<file path="src/rtl/uart_cmd_pkg.sv">
// Shared definitions for the UART command parser: FSM encoding, frame constants and the
// register address map also used by the DDS register block.
package uart_cmd_pkg;

    typedef enum logic [2:0] {
        StIdle  = 3'd0,
        StAddr  = 3'd1,
        StDataH = 3'd2,
        StDataL = 3'd3,
        StChk   = 3'd4
    } cmd_state_e;

    localparam logic [7:0]  DefaultHeader = 8'h55;
    localparam int unsigned FrameLen      = 5;

    localparam logic [7:0] AddrDdsEn     = 8'd6;
    localparam logic [7:0] AddrFwordH    = 8'd7;
    localparam logic [7:0] AddrFwordL    = 8'd8;
    localparam logic [7:0] AddrPword     = 8'd9;
    localparam logic [7:0] AddrSCntMaxL  = 8'd10;
    localparam logic [7:0] AddrSCntMaxH  = 8'd11;
    localparam logic [7:0] AddrSampleEn  = 8'd12;

    // Checksum is the 8-bit truncating sum of the three payload bytes.
    function automatic logic [7:0] frame_sum(input logic [7:0] a, input logic [7:0] b,
                                             input logic [7:0] c);
        return a + b + c;
    endfunction

endpackage

</file>
<file path="src/rtl/uart_cmd_timeout.sv">
// Inter-byte watchdog: counts idle cycles and flags the terminal count unless cleared that cycle.
module uart_cmd_timeout #(
    parameter int unsigned TIMEOUT_CYCLES = 500000,
    parameter int unsigned TO_W           = 19
) (
    input  logic clk,
    input  logic rst,
    input  logic clr,
    output logic tc
);

    logic [TO_W-1:0] cnt_q;

    assign tc = !clr && (cnt_q == TO_W'(TIMEOUT_CYCLES - 1));

    always_ff @(posedge clk) begin
        if (rst || clr || tc) begin
            cnt_q <= '0;
        end else begin
            cnt_q <= cnt_q + TO_W'(1);
        end
    end

endmodule

</file>
<file path="src/rtl/uart_cmd_parser.sv">
// Assembles 5-byte UART command frames (header, addr, data_hi, data_lo, checksum) and issues
// one register write per valid frame; bad checksums and stalled frames pulse Frame_Err.
module uart_cmd_parser
    import uart_cmd_pkg::*;
#(
    parameter logic [7:0]  HEADER         = DefaultHeader,
    parameter int unsigned TIMEOUT_CYCLES = 500000,
    parameter int unsigned TO_W           = 19
) (
    input  logic        Clk,
    input  logic        Rst,
    input  logic [7:0]  Rx_Data,
    input  logic        Rx_Done,
    output logic        m_wr,
    output logic [7:0]  m_addr,
    output logic [15:0] m_wrdata,
    output logic        Frame_Err,
    output logic        Busy
);

    cmd_state_e  state_q, state_d;
    logic [7:0]  addr_q, addr_d;
    logic [7:0]  data_hi_q, data_hi_d;
    logic [7:0]  data_lo_q, data_lo_d;
    logic        wr_q, wr_d;
    logic        err_q, err_d;
    logic [7:0]  m_addr_q, m_addr_d;
    logic [15:0] m_wrdata_q, m_wrdata_d;
    logic        to_clr;
    logic        to_tc;

    assign to_clr = Rx_Done || (state_q == StIdle);

    uart_cmd_timeout #(
        .TIMEOUT_CYCLES (TIMEOUT_CYCLES),
        .TO_W           (TO_W)
    ) u_timeout (
        .clk (Clk),
        .rst (Rst),
        .clr (to_clr),
        .tc  (to_tc)
    );

    always_comb begin
        state_d    = state_q;
        addr_d     = addr_q;
        data_hi_d  = data_hi_q;
        data_lo_d  = data_lo_q;
        wr_d       = 1'b0;
        err_d      = 1'b0;
        m_addr_d   = m_addr_q;
        m_wrdata_d = m_wrdata_q;

        // to_tc can only fire with Rx_Done low, so a byte on the terminal count is processed.
        if (to_tc) begin
            state_d = StIdle;
            err_d   = 1'b1;
        end else if (Rx_Done) begin
            case (state_q)
                StIdle: begin
                    if (Rx_Data == HEADER) begin
                        state_d = StAddr;
                    end
                end
                StAddr: begin
                    addr_d  = Rx_Data;
                    state_d = StDataH;
                end
                StDataH: begin
                    data_hi_d = Rx_Data;
                    state_d   = StDataL;
                end
                StDataL: begin
                    data_lo_d = Rx_Data;
                    state_d   = StChk;
                end
                StChk: begin
                    if (frame_sum(addr_q, data_hi_q, data_lo_q) == Rx_Data) begin
                        wr_d       = 1'b1;
                        m_addr_d   = addr_q;
                        m_wrdata_d = {data_hi_q, data_lo_q};
                    end else begin
                        err_d = 1'b1;
                    end
                    state_d = StIdle;
                end
                default: state_d = StIdle;
            endcase
        end
    end

    always_ff @(posedge Clk) begin
        if (Rst) begin
            state_q    <= StIdle;
            addr_q     <= '0;
            data_hi_q  <= '0;
            data_lo_q  <= '0;
            wr_q       <= 1'b0;
            err_q      <= 1'b0;
            m_addr_q   <= '0;
            m_wrdata_q <= '0;
        end else begin
            state_q    <= state_d;
            addr_q     <= addr_d;
            data_hi_q  <= data_hi_d;
            data_lo_q  <= data_lo_d;
            wr_q       <= wr_d;
            err_q      <= err_d;
            m_addr_q   <= m_addr_d;
            m_wrdata_q <= m_wrdata_d;
        end
    end

    assign m_wr      = wr_q;
    assign m_addr    = m_addr_q;
    assign m_wrdata  = m_wrdata_q;
    assign Frame_Err = err_q;
    assign Busy      = (state_q != StIdle);

endmodule

</file>
<file path="config.mk">
export PLATFORM = sky130hd
export DESIGN_NAME = uart_cmd_parser
export DESIGN_NICKNAME = d
export VERILOG_FILES = /design/src/rtl/uart_cmd_pkg.sv /design/src/rtl/uart_cmd_timeout.sv /design/src/rtl/uart_cmd_parser.sv
export SDC_FILE = /design/constraint.sdc
export NUM_CORES = 1
export LEC_CHECK = 0
export ABC_AREA = 0
export CORE_MARGIN = 8
export CORE_UTILIZATION = 54
export DETAILED_ROUTE_END_ITERATION = 12
export PLACE_DENSITY = 0.77
export SLEW_MARGIN = 40
export SYNTH_ARGS = -nofsm -noshare
export SYNTH_HDL_FRONTEND = slang
export SYNTH_SLANG_ARGS = --single-unit
</file>
<file path="constraint.sdc">
create_clock -name Clk -period 5.9 [get_ports Clk]
set_input_delay 0.59 -clock Clk [delete_from_list [all_inputs] [get_ports Clk]]
set_output_delay 0.59 -clock Clk [all_outputs]
set_load 0.005 [all_outputs]
</file>
==> metrics.yaml <==
ys_ff_latch: 72
worst-path-max-fanout: 22
routed_wl_mm: 7.06
drtIter0Drc: 93
cts-htree-levels: 3
core_um2: 6280
yosysSeqAreaShare_pct: 41.6
port_buffers: 37
route.detailed.drc: 0
n_antenna_cell: 0
worst_path_dominant_cell_family: "adder cells"
min_from: "u_timeout.cnt_q[0]"
design_area_um2: 4030
route.met2.wl_mm: 3.51
skew_ps: 8.05
rsz0062_at_grt: "no"
timing_worst_setup_path_type: "flop to flop"
grt_max_degree: 76
wl_met1_mm: 3.02
vias: 2636
highest_layer: "met4"
clk-insertion-delay-late_ps: 340
slew_viol_final: 0
die_x_um: 96.1
power_density_nw_per_um2: 221
crit_path_end_kind: "flop"
grt_pass1_vias: 2596
wl_per_cell_um: 14.4
avgViaCountPerCell: 5.37
io_pins: 38
dpl_cell_area_um2: 3840
whs_endpoint: "u_timeout.cnt_q[0]"
syn_avg_cell_area_um2: 9.17
synth_top_family_by_area: "simple AND/OR/NAND/NOR gates"
synth_compound_area_share_pct: 6.61
worstMarginPinSlew_ps: 723
dp_hpwl_mm: 5.01
grt-ovfl-total: 0
cts_hold_buf: 0
crit_chain: "fa_1, ha_1, fa_1, xor2_1, a2111oi_2, o2111ai_1, nor4_4, buf_4, mux2i_1"
nets: 436
synthTopCellsByArea: "dfxtp_1 (42%), mux2i_1 (6.9%), nand2_1 (6.5%), nand2b_1 (5.6%), fa_1 (4.6%)"
reg2reg_from: "addr_q[1]"
grt_pass1_wl_mm: 11.8
fin_crit_sh_pct: 57.8
cts.path.max_buffers: 2
met3_wirelength_um: 374
synth_xor_area_share_pct: 8.09
cts.repair.resized: 0
rows: 29
cts_setup_buffers: 0
numCtsBuffers: 9
start_util_pct: 55.2
antenna_found_initial: 0
syn_to_final_growth_pct: 16.3
crit_arrival_ps: 3680
setup_viol: 0
cp.buffers_inverters: 1
cp.required_ps: 6170
synth-adder-area-share_pct: 7.15
die_y_um: 96.1
r2r_cells: 9
yosysTopAreaCell: "dfxtp_1"
fin_util_pct: 64.2
first_pass_iters: 4
cts_sinks: 72
maxCapViolCount: 0
layout_min_cycle_time_ps: 3410
hold_slack_ps: 474
netlist_area_um2: 3460
postRouteAntennaNets: 0
leakage_nw: 1.39
total_power_w: 0.000891
cts_tree: "built"
crit_top_cell: "fa_1"
die-area_um2: 9240
drive_above_1_share_pct: 5.56
r2r-end: "m_addr[7]"
fmax_ghz: 0.293
hold_class: "flop to flop"
root_buffer: "clkbuf_8"
synthCells: 378
hold_depth: 1
slowest_delay_ps: 490
grt_usage_pct: 16.6
crit_slowest_cell: "fa_1"
regToRegSetupSlack_ps: 2490
ys_warn_count: 0
synth_nets: 404
cts.reportedPaths.clkPinSlew_ps: 70
hold_viol_final: 0
start_kind: "flop"
synth_cell_types: 37
status: "complete, no violations"
globalplace.congestion: 0.835
relSlewSlack_pct: 51.6
vdd.ir_drop.worst_mv: 0.152
yosys-mux-area-fraction_pct: 7.26
synth-simple-area-share_pct: 26.0
setup_tns_ps: 0
synth_top_area_share_pct: 41.6
[area by class of cell]
| cell class | instances | area [um2] |
|---|---|---|
| multi-input cells | 284 | 1910 |
| repair buffers | 38 | 375 |
| clock inverters | 4 | 45.0 |
| fillers | 536 | 2250 |
| clock buffers | 11 | 141 |
| flip-flops and latches | 72 | 1440 |
| inverters | 5 | 18.8 |
| well taps | 77 | 96.3 |
[how the worst max path moves through the flow]
| stage | startpoint | to | slack [ps] | cells past startpoint |
|---|---|---|---|---|
| 6_report | addr_q[1] | m_addr[7] | 2490 | 9 |
| 5_1_grt | data_hi_q[1] | m_addr[0] | 2260 | 9 |
| 3_3_place_gp | addr_q[1] | m_addr[7] | 2570 | 9 |
| 2_1_floorplan | addr_q[1] | m_addr[0] | 2770 | 9 |
| 3_5_place_dp | addr_q[1] | m_addr[1] | 2500 | 9 |
| 4_1_cts | addr_q[1] | m_addr[1] | 2470 | 9 |
[Yosys cell counts]
master and count:
dfxtp_1 72, nand2_1 60, nand2b_1 31, a21oi_1 29, nor2_1 27, mux2i_1 24
or2b_1 20, xnor2_1 16, xor2_1 16, clkbuf_1 13, fa_1 8, ha_1 7
nand3_1 7, and3_1 5, inv_1 5, nand4_1 5, buf_6 4, nor3_1 3
o21ai_0 3, nor2b_1 2, nor4_1 2, o21bai_1 2, or2_2 2, or4_1 2
a2111oi_2 1, a211oi_1 1, a21o_2 1, a31oi_1 1, and4_1 1, mux2_2 1
nand3b_1 1, nand4bb_1 1, nor4_4 1, nor4b_1 1, o2111ai_1 1, o31ai_1 1
or4_2 1
[power breakdown]
part | leakage [nW] | total, W | switching (W) | internal (W)
sequential | 0.580 | 0.000486 | 0.000000106 | 0.000486
clock | 0.0989 | 0.000376 | 0.000174 | 0.000203
combinational | 0.714 | 0.0000285 | 0.0000161 | 0.0000124
total | 1.39 | 0.000891 | 0.000190 | 0.000701
[layout by cell type, fill, tap and decap left out, types with 3 or more instances in the layout]
master           netlist  final
nor2_1                27     27
clkbuf_8               0     10
nand2_1               60     60
xor2_1                16     16
xnor2_1               16     16
ha_1                   7      7
nand2b_1              31     31
clkinv_2               0      3
inv_1                  5      5
mux2i_1               24     24
clkdlybuf4s50_1        0     36
o21ai_0                3      3
or2b_1                20     20
nand4_1                5      5
dfxtp_1               72     72
a21oi_1               29     29
nand3_1                7      7
nor3_1                 3      3
and3_1                 5      5
fa_1                   8      8
[state kept, by name (all words and copies together), names as in the netlist, 3 cells and up]
signal           count
u_timeout.cnt_q     19
m_wrdata            16
addr_q               8
data_hi_q            8
data_lo_q            8
m_addr               8
state_q              3
[per-stage QoR]
stage	setup WS, ps	instances
after floorplan	2770	378
after global placement	2570	476
after detailed placement	2500	476
after CTS	2470	491
after global routing	2260	491
final	2490	491
[metal layers]
| metal | track usage, % | up-vias |
|---|---|---|
| met4 | 7.30 | 0 |
| li1 | - | 1312 |
| met3 | 4.84 | 11 |
| met5 | 0 | - |
| met1 | 18.1 | 1255 |
| met2 | 29.1 | 58 |
[cells by family after synthesis]
| kind of cell | Yosys count |
|---|---|
| flip-flops | 72 |
| AND/OR/NAND/NOR | 172 |
| adder cells (fa/ha/maj) | 15 |
| buffers and inverters | 22 |
| XOR/XNOR | 32 |
| multiplexers | 25 |
| AO/OA/AOI/OAI | 40 |
Power figures use the tool's default switching activity.
